==> src/rtl/hazard_stall_ctrl_pkg.sv <==
// rtl/hazard_stall_ctrl_pkg.sv - MIPS opcode/funct constants and decode helpers
// Package mips_defs: shared opcode/funct localparams and small decode
// functions used by the hazard controller and its mult/div timer.
package mips_defs;

  localparam logic [5:0] OP_RTYPE = 6'h00;
  localparam logic [5:0] FN_JR    = 6'h08;
  localparam logic [5:0] FN_JALR  = 6'h09;
  localparam logic [5:0] FN_MFHI  = 6'h10;
  localparam logic [5:0] FN_MTHI  = 6'h11;
  localparam logic [5:0] FN_MFLO  = 6'h12;
  localparam logic [5:0] FN_MTLO  = 6'h13;
  localparam logic [5:0] FN_MULT  = 6'h18;
  localparam logic [5:0] FN_MULTU = 6'h19;
  localparam logic [5:0] FN_DIV   = 6'h1A;
  localparam logic [5:0] FN_DIVU  = 6'h1B;

  function automatic logic is_muldiv(input logic [5:0] op, input logic [5:0] fn);
    return (op == OP_RTYPE) &&
           (fn == FN_MULT || fn == FN_MULTU || fn == FN_DIV || fn == FN_DIVU);
  endfunction

  function automatic logic is_jr(input logic [5:0] op, input logic [5:0] fn);
    return (op == OP_RTYPE) && (fn == FN_JR || fn == FN_JALR);
  endfunction

  // Any instruction touching HI/LO must wait for the unit to drain.
  function automatic logic is_hilo(input logic [5:0] op, input logic [5:0] fn);
    return (op == OP_RTYPE) &&
           (fn == FN_MFHI || fn == FN_MTHI || fn == FN_MFLO || fn == FN_MTLO);
  endfunction

endpackage

==> src/rtl/hazard_stall_ctrl_if.sv <==
// rtl/hazard_stall_ctrl_if.sv - pipeline-side bundle for the hazard controller
// master: pipeline driving ID/EX/MEM fields, receiving hold/flush controls.
// slave:  hazard_stall_ctrl consuming fields, driving controls.
interface hazard_stall_ctrl_if;
  logic [5:0]  IF_ID_Opcode;
  logic [5:0]  IF_ID_Function;
  logic [4:0]  IF_ID_Rs;
  logic [4:0]  IF_ID_Rt;
  logic        IF_ID_Uses_Rt;
  logic        ID_EX_MemRead;
  logic        ID_EX_RegWrite;
  logic [4:0]  ID_EX_Write_Address;
  logic [5:0]  ID_EX_Opcode;
  logic [5:0]  ID_EX_Function;
  logic        EX_MEM_MemRead;
  logic [4:0]  EX_MEM_Write_Address;
  logic        Branch_Taken;
  logic        PC_Write;
  logic        IF_ID_Write;
  logic        ID_EX_Flush;
  logic        IF_ID_Flush;
  logic        MulDiv_Start;
  logic        MulDiv_Busy;
  logic [31:0] Stall_Count;

  modport master (
    output IF_ID_Opcode, IF_ID_Function, IF_ID_Rs, IF_ID_Rt, IF_ID_Uses_Rt,
           ID_EX_MemRead, ID_EX_RegWrite, ID_EX_Write_Address, ID_EX_Opcode,
           ID_EX_Function, EX_MEM_MemRead, EX_MEM_Write_Address, Branch_Taken,
    input  PC_Write, IF_ID_Write, ID_EX_Flush, IF_ID_Flush, MulDiv_Start,
           MulDiv_Busy, Stall_Count
  );

  modport slave (
    input  IF_ID_Opcode, IF_ID_Function, IF_ID_Rs, IF_ID_Rt, IF_ID_Uses_Rt,
           ID_EX_MemRead, ID_EX_RegWrite, ID_EX_Write_Address, ID_EX_Opcode,
           ID_EX_Function, EX_MEM_MemRead, EX_MEM_Write_Address, Branch_Taken,
    output PC_Write, IF_ID_Write, ID_EX_Flush, IF_ID_Flush, MulDiv_Start,
           MulDiv_Busy, Stall_Count
  );
endinterface

==> src/rtl/hazard_stall_ctrl_muldiv_timer.sv <==
// rtl/hazard_stall_ctrl_muldiv_timer.sv - occupancy timer of the HI/LO mult/div unit
// Ports: clk, reset (sync active-low), i_ex_opcode/i_ex_funct (instruction in EX),
//        o_start (mult/div entering the unit now), o_busy (cnt != 0).
module muldiv_timer
  import mips_defs::*;
#(
  parameter int MULT_CYCLES = 4,
  parameter int DIV_CYCLES  = 12
) (
  input  logic       clk,
  input  logic       reset,
  input  logic [5:0] i_ex_opcode,
  input  logic [5:0] i_ex_funct,
  output logic       o_start,
  output logic       o_busy
);

  localparam logic [3:0] MULT_LOAD = 4'(MULT_CYCLES - 1);
  localparam logic [3:0] DIV_LOAD  = 4'(DIV_CYCLES - 1);

  logic [3:0] r_cnt;
  logic       w_is_div;

  assign o_start  = is_muldiv(i_ex_opcode, i_ex_funct);
  assign w_is_div = (i_ex_funct == FN_DIV) || (i_ex_funct == FN_DIVU);
  assign o_busy   = (r_cnt != 4'd0);

  // The start cycle itself counts as the first occupied cycle, so only
  // N-1 further cycles are loaded.
  always_ff @(posedge clk) begin
    if (!reset) begin
      r_cnt <= 4'd0;
    end else if (o_start) begin
      r_cnt <= w_is_div ? DIV_LOAD : MULT_LOAD;
    end else if (r_cnt != 4'd0) begin
      r_cnt <= r_cnt - 4'd1;
    end
  end

  // ID stalls new mult/div ops while busy, so a start over a running op
  // means the surrounding pipeline ignored the stall.
  always_ff @(posedge clk) begin
    if (reset && o_start) begin
      assert (r_cnt == 4'd0);
    end
  end

endmodule

==> src/rtl/hazard_stall_ctrl.sv <==
// rtl/hazard_stall_ctrl.sv - load-use / jr / HI-LO hazard stall and flush control
// Ports: clk, reset (sync active-low), bus (hazard_stall_ctrl_if.slave):
//   ID/EX/MEM instruction fields and Branch_Taken in; PC_Write, IF_ID_Write,
//   ID_EX_Flush, IF_ID_Flush, MulDiv_Start, MulDiv_Busy, Stall_Count out.
module hazard_stall_ctrl
  import mips_defs::*;
#(
  parameter int MULT_CYCLES = 4,
  parameter int DIV_CYCLES  = 12
) (
  input  logic                clk,
  input  logic                reset,
  hazard_stall_ctrl_if.slave  bus
);

  logic        w_load_use;
  logic        w_jr_haz;
  logic        w_md_haz;
  logic        w_stall;
  logic        w_start;
  logic        w_busy;
  logic [31:0] r_stall_count;

  muldiv_timer #(
    .MULT_CYCLES (MULT_CYCLES),
    .DIV_CYCLES  (DIV_CYCLES)
  ) u_timer (
    .clk         (clk),
    .reset       (reset),
    .i_ex_opcode (bus.ID_EX_Opcode),
    .i_ex_funct  (bus.ID_EX_Function),
    .o_start     (w_start),
    .o_busy      (w_busy)
  );

  assign w_load_use = bus.ID_EX_MemRead && (bus.ID_EX_Write_Address != 5'd0) &&
                      ((bus.ID_EX_Write_Address == bus.IF_ID_Rs) ||
                       (bus.IF_ID_Uses_Rt && bus.ID_EX_Write_Address == bus.IF_ID_Rt));

  // A non-load in MEM reaches ID through forwarding; only a load in MEM or
  // any writer in EX is too late for the jump target read.
  assign w_jr_haz = is_jr(bus.IF_ID_Opcode, bus.IF_ID_Function) &&
                    (bus.IF_ID_Rs != 5'd0) &&
                    ((bus.ID_EX_RegWrite && bus.ID_EX_Write_Address == bus.IF_ID_Rs) ||
                     (bus.EX_MEM_MemRead && bus.EX_MEM_Write_Address == bus.IF_ID_Rs));

  assign w_md_haz = (is_hilo(bus.IF_ID_Opcode, bus.IF_ID_Function) ||
                     is_muldiv(bus.IF_ID_Opcode, bus.IF_ID_Function)) &&
                    (w_busy || w_start);

  assign w_stall = w_load_use || w_jr_haz || w_md_haz;

  assign bus.PC_Write     = !w_stall;
  assign bus.IF_ID_Write  = !w_stall;
  assign bus.ID_EX_Flush  = w_stall;
  // A stalled branch re-resolves after the stall, so squashing now would
  // drop the fall-through instruction twice.
  assign bus.IF_ID_Flush  = bus.Branch_Taken && !w_stall;
  assign bus.MulDiv_Start = w_start;
  assign bus.MulDiv_Busy  = w_busy;
  assign bus.Stall_Count  = r_stall_count;

  always_ff @(posedge clk) begin
    if (!reset) begin
      r_stall_count <= 32'd0;
    end else if (w_stall && r_stall_count != 32'hFFFF_FFFF) begin
      r_stall_count <= r_stall_count + 32'd1;
    end
  end

endmodule

==> src/flat_wrapper.sv <==
// flat-port wrapper written by rule: the top's interface ports become plain ports
module hazard_stall_ctrl_flat import mips_defs::*;
#(
  parameter int MULT_CYCLES = 4,
  parameter int DIV_CYCLES  = 12
)
  (clk, reset, bus_IF_ID_Opcode, bus_IF_ID_Function, bus_IF_ID_Rs, bus_IF_ID_Rt, bus_IF_ID_Uses_Rt, bus_ID_EX_MemRead, bus_ID_EX_RegWrite, bus_ID_EX_Write_Address, bus_ID_EX_Opcode, bus_ID_EX_Function, bus_EX_MEM_MemRead, bus_EX_MEM_Write_Address, bus_Branch_Taken, bus_PC_Write, bus_IF_ID_Write, bus_ID_EX_Flush, bus_IF_ID_Flush, bus_MulDiv_Start, bus_MulDiv_Busy, bus_Stall_Count);
  hazard_stall_ctrl_if bus_i ();
  input  logic clk;
  input  logic reset;
  input wire logic [$bits(bus_i.IF_ID_Opcode)-1:0] bus_IF_ID_Opcode;
  input wire logic [$bits(bus_i.IF_ID_Function)-1:0] bus_IF_ID_Function;
  input wire logic [$bits(bus_i.IF_ID_Rs)-1:0] bus_IF_ID_Rs;
  input wire logic [$bits(bus_i.IF_ID_Rt)-1:0] bus_IF_ID_Rt;
  input wire logic [$bits(bus_i.IF_ID_Uses_Rt)-1:0] bus_IF_ID_Uses_Rt;
  input wire logic [$bits(bus_i.ID_EX_MemRead)-1:0] bus_ID_EX_MemRead;
  input wire logic [$bits(bus_i.ID_EX_RegWrite)-1:0] bus_ID_EX_RegWrite;
  input wire logic [$bits(bus_i.ID_EX_Write_Address)-1:0] bus_ID_EX_Write_Address;
  input wire logic [$bits(bus_i.ID_EX_Opcode)-1:0] bus_ID_EX_Opcode;
  input wire logic [$bits(bus_i.ID_EX_Function)-1:0] bus_ID_EX_Function;
  input wire logic [$bits(bus_i.EX_MEM_MemRead)-1:0] bus_EX_MEM_MemRead;
  input wire logic [$bits(bus_i.EX_MEM_Write_Address)-1:0] bus_EX_MEM_Write_Address;
  input wire logic [$bits(bus_i.Branch_Taken)-1:0] bus_Branch_Taken;
  output wire logic [$bits(bus_i.PC_Write)-1:0] bus_PC_Write;
  output wire logic [$bits(bus_i.IF_ID_Write)-1:0] bus_IF_ID_Write;
  output wire logic [$bits(bus_i.ID_EX_Flush)-1:0] bus_ID_EX_Flush;
  output wire logic [$bits(bus_i.IF_ID_Flush)-1:0] bus_IF_ID_Flush;
  output wire logic [$bits(bus_i.MulDiv_Start)-1:0] bus_MulDiv_Start;
  output wire logic [$bits(bus_i.MulDiv_Busy)-1:0] bus_MulDiv_Busy;
  output wire logic [$bits(bus_i.Stall_Count)-1:0] bus_Stall_Count;
  assign bus_i.IF_ID_Opcode = bus_IF_ID_Opcode;
  assign bus_i.IF_ID_Function = bus_IF_ID_Function;
  assign bus_i.IF_ID_Rs = bus_IF_ID_Rs;
  assign bus_i.IF_ID_Rt = bus_IF_ID_Rt;
  assign bus_i.IF_ID_Uses_Rt = bus_IF_ID_Uses_Rt;
  assign bus_i.ID_EX_MemRead = bus_ID_EX_MemRead;
  assign bus_i.ID_EX_RegWrite = bus_ID_EX_RegWrite;
  assign bus_i.ID_EX_Write_Address = bus_ID_EX_Write_Address;
  assign bus_i.ID_EX_Opcode = bus_ID_EX_Opcode;
  assign bus_i.ID_EX_Function = bus_ID_EX_Function;
  assign bus_i.EX_MEM_MemRead = bus_EX_MEM_MemRead;
  assign bus_i.EX_MEM_Write_Address = bus_EX_MEM_Write_Address;
  assign bus_i.Branch_Taken = bus_Branch_Taken;
  assign bus_PC_Write = bus_i.PC_Write;
  assign bus_IF_ID_Write = bus_i.IF_ID_Write;
  assign bus_ID_EX_Flush = bus_i.ID_EX_Flush;
  assign bus_IF_ID_Flush = bus_i.IF_ID_Flush;
  assign bus_MulDiv_Start = bus_i.MulDiv_Start;
  assign bus_MulDiv_Busy = bus_i.MulDiv_Busy;
  assign bus_Stall_Count = bus_i.Stall_Count;
  hazard_stall_ctrl #(.MULT_CYCLES(MULT_CYCLES), .DIV_CYCLES(DIV_CYCLES)) u_core (.clk(clk), .reset(reset), .bus(bus_i));
endmodule
==> config.mk <==
export PLATFORM = sky130hd
export DESIGN_NAME = hazard_stall_ctrl_flat
export DESIGN_NICKNAME = d
export VERILOG_FILES = /design/src/rtl/hazard_stall_ctrl_pkg.sv /design/src/rtl/hazard_stall_ctrl_if.sv /design/src/rtl/hazard_stall_ctrl_muldiv_timer.sv /design/src/rtl/hazard_stall_ctrl.sv /design/src/flat_wrapper.sv
export SDC_FILE = /design/constraint.sdc
export NUM_CORES = 1
export LEC_CHECK = 0
export CORE_UTILIZATION = 65
export DETAILED_ROUTE_END_ITERATION = 12
export DONT_BUFFER_PORTS = 1
export PLACE_DENSITY = 0.81
export SYNTH_ARGS = -nofsm -noshare
export SYNTH_HDL_FRONTEND = slang
export SYNTH_SLANG_ARGS = --single-unit
==> constraint.sdc <==
create_clock -name clk -period 6.2 [get_ports clk]
set_input_delay 0.62 -clock clk [delete_from_list [all_inputs] [get_ports clk]]
set_output_delay 0.62 -clock clk [all_outputs]
set_load 0.01 [all_outputs]
==> impl_metrics.toml, run 1 <==
[outcome]
outcome = "completed"

[sta]
finalSetupTns_ps = 0
setup_slack_ps = 2970
tightest_slew_ps = 623
slew_violations = 0
slew_headroom = 0.583
fin_crit_sh = 0.521
skew_ps = 11.7
period_needed_ps = 3230
setup_viol = 0
fmax_ghz = 0.310
final_hold_viol_count = 0
rsz0062_at_grt = "false"

[pwr]
ir_drop_mv = 0.183
report.power.total_mw = 0.466
power_switching_share = 0.290
p_int_mw = 0.331
p_leak_nw = 0.715
p_seq_frac = 0.539
p_switching_mw = 0.135
p_clk_frac = 0.290
power_frac_comb = 0.171
p_per_area_nw_per_um2 = 204

[yosys]
synth_edf_count = 0
syn_avg_cell_area_sq_um = 8.27
ys.flop_type = "dfxtp_1"
syn_inst = 270
synth_seq_cells = 36
synthArstFlopShare = 0
synthesis.area_sq_um = 2230
synthDistinctLibCells = 42
synth_largest_area_cell = "dfxtp_1"
netlist_top_cells_area = "dfxtp_1 32%, or4_1 5.4%, xor2_1 4.7%"
netlist.area_leader.share = 0.323
seq_area_frac_synth = 0.323
yosys_warnings = 0
synth_fp_nets = 323

[critical_path]
arrival_ps = 2610
crit_chain = "or4_1 > o221a_2 > nor3_4 > buf_4 > inv_1"
cp_slowest_cell = "nor3_4"
path_class = "primary input to output pin"
startpoint_type = "primary input"
crit_path_end = "bus_ID_EX_Flush"
reg2reg_depth = 8
crit_start = "bus_ID_EX_Write_Address[0]"
max_stage_delay_ps = 560
cp.required_ps = 5580
r2r_setup_slack_ps = 3380
crit_path_end_kind = "output pin"
reg2reg_to = "u_core.bus.Stall_Count[7]"
timing.rr.start = "u_core.bus.Stall_Count[0]"
crit_fanout = 39

[cells_and_area]
finalInstanceArea_sq_um = 2280
antennaDiodeCount = 0
final_cell_mix = "36 x dfxtp_1, 25 x nand2_1, 19 x a21oi_1"
fillers = 285
utilization = 0.724
area_growth_pct = 2.24
fin_nets = 316
layout_commonest_cell = "dfxtp_1"
seq_area_sq_um = 721
multi_input_area_sq_um = 1400
layout-drive-gt1-share = 0.0606

[clock_network]
postCtsHoldBufs = 0
clockBufferDepth = 2
cts_tree = "yes"
cts_setup_buffers = 0
h-tree-depth = 2
post_cts_resized = 0
cts_sinks = 36
insertion_delay_ps = 350
clockRootBuffer = "clkbuf_4"
path_clk_slew_ps = 110
cts_buffers = 5

[grt]
antenna_found_initial = 0
grt_pass1_vias = 1721
grt_pass1_wl_mm = 7.51
grt_max_degree = 40
grtUsageTotal = 0.268
grt_overflow = 0

[drt]
drt_iter0_drc = 153
ant_nets = 0
drcViolationCount = 0
vias = 2016
avgRoutedWirePerCell_microns = 15.2
routed_wl_mm = 4.68
vias_per_cell = 6.55
drt_first_pass_iters = 4

[placed_design]
place_ws_ps = 2970
gp_congestion = 0.822
place_hpwl_mm = 3.34
io_buffers = 0
dpl_cell_area_sq_um = 2220

[worst_hold_path]
worstHoldStart = "reset"
hp-class = "primary input to flop"

[floorplan]
ios = 89
die_x_microns = 60.6
core_sq_um = 3150
die_height_microns = 60.6
die-area_sq_um = 3670
rows = 20
start_util = 0.708

[flow_run]
drv_cap = 0
==> Yosys cell counts (2+ instances only) <==
master,n
o311ai_0,4
and3_1,7
nor3_2,2
or4_1,16
xnor2_1,5
or3_1,5
nor2_1,6
clkbuf_1,5
nor3_1,6
nand3_1,15
buf_6,2
nand4_1,8
o21ai_0,6
nand4b_1,2
ha_1,2
buf_2,7
o21a_1,3
o31ai_1,11
a21oi_1,19
nand2b_1,14
mux2i_1,10
dfxtp_1,36
nor4b_1,4
nand2_1,25
o41ai_1,4
and2_1,2
inv_1,7
xor2_1,12
nor4_1,11
and4_1,2
==> worst max-delay path, delay by kind of cell <==
kind            cells  cell delay [ps]
simple gates        2             1060
buf+inv             2              600
compound gates      1              300
==> cell type report <==
type / count / area share
tap: 44 / 0.0241
inverter: 8 / 0.0132
multi-input combinational: 210 / 0.613
sequential: 36 / 0.316
clock buffer: 6 / 0.0225
timing repair buffer: 2 / 0.00658
clock inverter: 2 / 0.00439
==> kinds of logic after synthesis <==
kind of cell    share of synthesized area
flops                               0.323
simple gates                        0.342
buf+inv                            0.0527
mux                                0.0448
xor+xnor                           0.0667
compound gates                      0.160
fa+ha+maj                          0.0112
==> state kept, by name (all words and copies together), names as in the netlist <==
| register | cells |
|---|---|
| u_core.u_timer.r_cnt | 4 |
| u_core.bus.Stall_Count | 32 |
==> worst min-delay path by stage <==
stage | end | cells past startpoint
2_1_floorplan | u_core.bus.Stall_Count[21] | 2
3_3_place_gp | u_core.bus.Stall_Count[27] | 2
3_5_place_dp | u_core.bus.Stall_Count[9] | 2
4_1_cts | u_core.bus.Stall_Count[29] | 1
5_1_grt | u_core.bus.Stall_Count[29] | 1
6_report | u_core.bus.Stall_Count[29] | 1
==> power groups by stage <==
stage | clock (mW) | sequential [mW] | combinational, mW
4_1_cts | 0.138 | 0.251 | 0.0798
2_1_floorplan | 0 | 0.254 | 0.0712
6_report | 0.135 | 0.251 | 0.0795
3_5_place_dp | 0 | 0.256 | 0.0792
5_1_grt | 0.146 | 0.253 | 0.0933
3_3_place_gp | 0 | 0.256 | 0.0774
==> layer usage <==
| metal | global-route usage | up-vias | share of wire | routed length (microns) |
|---|---|---|---|---|
| li1 | - | 1015 | - | - |
| met1 | 0.351 | 924 | 0.45 | 2090 |
| met2 | 0.429 | 71 | 0.47 | 2190 |
| met3 | 0.0938 | 6 | 0.076 | 357 |
| met4 | 0.0584 | 0 | 0.0086 | 40 |
| met5 | 0 | - | 0 | 0 |
==> stage by stage <==
| step | hold slack [ps] | cells |
|---|---|---|
| detailed placement | 528 | 300 |
| floorplan | 494 | 270 |
| finish | 403 | 308 |
| global placement | 507 | 300 |
| global route | 372 | 308 |
| CTS | 380 | 308 |
Power figures use the tool's default switching activity.
==> run 2, diff against run 1 <==
--- a/config.mk
+++ b/config.mk
@@ -5,10 +5,10 @@
 export SDC_FILE = /design/constraint.sdc
 export NUM_CORES = 1
 export LEC_CHECK = 0
-export CORE_UTILIZATION = 65
+export CORE_UTILIZATION = 57
 export DETAILED_ROUTE_END_ITERATION = 12
 export DONT_BUFFER_PORTS = 1
-export PLACE_DENSITY = 0.81
+export PLACE_DENSITY = 0.75
 export SYNTH_ARGS = -nofsm -noshare
 export SYNTH_HDL_FRONTEND = slang
 export SYNTH_SLANG_ARGS = --single-unit
==> constraint.sdc (replaced) <==
create_clock -name clk -period 2.72 [get_ports clk]
set_input_delay 0.272 -clock clk [delete_from_list [all_inputs] [get_ports clk]]
set_output_delay 0.272 -clock clk [all_outputs]
set_load 0.01 [all_outputs]
==> run 2 against run 1 <==
First-iteration DRC count increased by 20%. Global-route usage fell by 1.8 points. Die area grew 14%. Hold slack lost 300 ps. Worst setup slack got worse by 2700 ps. Sequential power is 130% higher. Flip-flop and latch count is the same. Core utilization is 8.0 points lower. Register-to-register slack got worse by 3100 ps. Clock skew is 4.9 ps lower. Critical endpoint is now u_core.bus.Stall_Count[14].
==> impl_metrics.toml, run 2 (same netlist as run 1, synthesis figures left out) <==
[critical_path]
startpoint_type = "flop"
crit_path_end_kind = "flop"
arrival_ps = 2580
path_class = "flop to flop"
cp.required_ps = 2880
crit_fanout = 37

[floorplan]
die-area_sq_um = 4170
die_height_microns = 64.6
die_x_microns = 64.6
core_sq_um = 3720
start_util = 0.601
ios = 89
rows = 22

[cells_and_area]
antennaDiodeCount = 0
fin_nets = 322
layout_commonest_cell = "dfxtp_1"
area_growth_pct = 7.17
layout-drive-gt1-share = 0.0781
largest_reg_flops = 32
final_cell_mix = "36 x dfxtp_1, 25 x nand2_1, 19 x a21oi_1"

[worst_hold_path]
hp-class = "primary input to flop"

[sta]
finalSetupTns_ps = 0
final_hold_viol_count = 0
skew_ps = 6.74
slew_violations = 0
setup_slack_ps = 306
setup_viol = 0
fin_crit_sh = 0.887
fmax_ghz = 0.414
rsz0062_at_grt = "false"
slew_headroom = 0.561
period_needed_ps = 2410
tightest_slew_ps = 654

[clock_network]
h-tree-depth = 2
cts_tree = "yes"
clockRootBuffer = "clkbuf_8"
insertion_delay_ps = 290
cts_sinks = 36
cts_buffers = 5
post_cts_resized = 0
cts_setup_buffers = 0
clockBufferDepth = 2
path_clk_slew_ps = 70
postCtsHoldBufs = 0

[pwr]
ir_drop_mv = 0.506
p_leak_nw = 0.768
p_per_area_nw_per_um2 = 490
report.power.total_mw = 1.17

[drt]
vias = 2042
drcViolationCount = 0
drt_iter0_drc = 184
vias_per_cell = 6.44
ant_nets = 0
avgRoutedWirePerCell_microns = 15.7
drt_first_pass_iters = 4
routed_wl_mm = 4.99

[flow_run]
drv_cap = 0

[placed_design]
io_buffers = 0
place_ws_ps = 379
place_hpwl_mm = 3.46
gp_congestion = 0.751

[grt]
antenna_found_initial = 0
grt_pass1_vias = 1802
grt_max_degree = 59
grtUsageTotal = 0.250
grt_overflow = 0
grt_pass1_wl_mm = 8.21

[outcome]
outcome = "completed"
-- run 2: final timing paths --
kind	startpoint	end	slack [ps]	depth (start not counted)
max	u_core.bus.Stall_Count[3]	u_core.bus.Stall_Count[14]	310	7
min	reset	u_core.bus.Stall_Count[5]	100	1
min reg2reg	u_core.bus.Stall_Count[27]	u_core.bus.Stall_Count[27]	530	2
max reg2reg	u_core.bus.Stall_Count[3]	u_core.bus.Stall_Count[14]	310	7
-- run 2: through the flow --
stage	instance area (sq um)	util	hold slack, ps	instances
global route	2390	0.644	91.2	317
CTS	2390	0.644	98.6	317
floorplan	2230	-	421	270
detailed placement	2300	0.618	398	310
finish	2390	0.644	105	317
global placement	2300	0.618	393	310
-- run 2: report_power, final --
group          internal, mW  total (mW)  switching [mW]  leakage (nW)
clock network         0.226       0.415           0.189        0.0503
registers             0.552       0.571          0.0185         0.291
logic                0.0807       0.187           0.107         0.427
total                 0.859        1.17           0.315         0.768
-- run 2: worst max-delay path, stage by stage (launching register included) --
cell and delay (ps):
dfxtp_1 490, nand4_1 210, nor3_2 250, nand3_1 320, nor4_4 500, buf_12 260
o311ai_0 140, o41ai_1 100
-- run 2: area by class of cell --
cell class,count,area (sq um)
timing repair buffer,8,85.1
multi-input combinational,210,1400
clock buffer,7,96.3
inverter,8,30.0
tap,48,60.1
sequential,36,721
fill,354,1320
-- run 2: metal layers --
metal	global-route usage	up-vias	part of all wire
li1	-	1024	-
met1	0.332	942	0.46
met4	0.0806	0	0.0088
met2	0.388	69	0.46
met3	0.0704	7	0.063
met5	0	-	0
==> run 3, diff against run 2 <==
--- a/config.mk
+++ b/config.mk
@@ -9,6 +9,7 @@
 export DETAILED_ROUTE_END_ITERATION = 12
 export DONT_BUFFER_PORTS = 1
 export PLACE_DENSITY = 0.75
+export REMOVE_ABC_BUFFERS = 1
 export SYNTH_ARGS = -nofsm -noshare
 export SYNTH_HDL_FRONTEND = slang
 export SYNTH_SLANG_ARGS = --single-unit
==> run 3 against run 2 <==
Worst setup slack improved by 32 ps. Die area did not move. Final cell count rose by 0.32%. Non-clock buffer count did not move. Largest cell class unchanged. Sequential share of layout area rose by 0.40 points. First-iteration DRC count fell by 36%. Highest routed layer unchanged. Critical endpoint is now u_core.bus.Stall_Count[30].
==> impl_metrics.toml, run 3 (same netlist as run 1, synthesis figures left out) <==
[floorplan]
ios = 89
rows = 22
core_sq_um = 3720
die_x_microns = 64.6
start_util = 0.601
die_height_microns = 64.6
die-area_sq_um = 4170

[cells_and_area]
antennaDiodeCount = 0
finalInstanceArea_sq_um = 2360
area_growth_pct = 5.77
final_cell_mix = "36 x dfxtp_1, 25 x nand2_1, 19 x a21oi_1"
finalNonFillerCells = 318
layout-drive-gt1-share = 0.0741
layout_commonest_cell = "dfxtp_1"
largest_reg_flops = 32
fin_nets = 322

[sta]
final_hold_viol_count = 0
tightest_slew_ps = 610
skew_ps = 5.81
finalSetupTns_ps = 0
fin_crit_sh = 0.876
slew_violations = 0
fmax_ghz = 0.420
slew_headroom = 0.590
period_needed_ps = 2380
setup_viol = 0
rsz0062_at_grt = "false"

[flow_run]
drv_cap = 0

[clock_network]
clockBufferDepth = 2
path_clk_slew_ps = 70
post_cts_resized = 0
cts_sinks = 36
insertion_delay_ps = 290
h-tree-depth = 2
cts_setup_buffers = 0
cts_tree = "yes"
cts_buffers = 5
clockRootBuffer = "clkbuf_8"
postCtsHoldBufs = 0

[critical_path]
crit_start = "u_core.bus.Stall_Count[0]"
arrival_ps = 2590
crit_path_end_kind = "flop"
cp.required_ps = 2930
startpoint_type = "flop"
timing.rr.start = "u_core.bus.Stall_Count[0]"
reg2reg_depth = 7
crit_fanout = 7
path_class = "flop to flop"

[grt]
antenna_found_initial = 0
grt_overflow = 0
grt_pass1_wl_mm = 8.04
grt_max_degree = 56
grt_pass1_vias = 1845
grtUsageTotal = 0.243

[pwr]
p_leak_nw = 0.754
p_per_area_nw_per_um2 = 483
ir_drop_mv = 0.302

[worst_hold_path]
worstHoldStart = "reset"
hp-class = "primary input to flop"
min_path_cells = 1

[placed_design]
gp_congestion = 0.773
placed_cells = 310
dpl_cell_area_sq_um = 2270
io_buffers = 0
place_hpwl_mm = 3.44

[drt]
ant_nets = 0
avgRoutedWirePerCell_microns = 15.3
drcViolationCount = 0
drt_iter0_drc = 118
routed_wl_mm = 4.88
vias = 2059
drt_first_pass_iters = 4
vias_per_cell = 6.47

[outcome]
outcome = "completed"
run 3: report_power, final:
group          leakage (nW)  internal [mW]  switching [mW]
logic                 0.418         0.0788          0.0977
registers             0.291          0.552          0.0176
clock network        0.0455          0.207           0.186
run 3: final timing paths:
| check | end | slack, ps |
|---|---|---|
| min reg2reg | u_core.bus.Stall_Count[27] | 530 |
| min | u_core.bus.Stall_Count[29] | 100 |
| max reg2reg | u_core.bus.Stall_Count[30] | 340 |
| max | u_core.bus.Stall_Count[30] | 340 |
run 3: per-layer routing:
layer  track usage  up-vias  share of wire
li1              -     1028              -
met1         0.309      969           0.46
met2         0.397       56           0.47
met3        0.0687        6          0.065
met4        0.0750        0         0.0098
met5             0        -              0
run 3: layout make-up:
class / instances / area [sq um]
well taps: 48 / 60.1
flip-flops and latches: 36 / 721
inverters: 8 / 30.0
repair buffers: 8 / 60.1
clock buffers: 8 / 90.1
fillers: 326 / 1360
multi-input cells: 210 / 1400
run 3: metrics by stage:
step / setup WS [ps] / hold slack [ps] / total power, mW / util
4_1_cts: 342 / 98.5 / 1.15 / 0.635
3_5_place_dp: 270 / 396 / 0.760 / 0.611
5_1_grt: 144 / 89.2 / 1.21 / 0.635
6_report: 338 / 99.6 / 1.14 / 0.635
2_1_floorplan: -614 / 390 / 0.732 / -
3_3_place_gp: 317 / 393 / 0.754 / 0.611
run 3: worst max-delay path, cell delays in order, from the launching register on:
cell     delay (ps)
dfxtp_1         460
ha_1            280
inv_1            90
nor3_2          230
nand3_1         300
or4_1           490
or3_1           310
a21oi_1         140
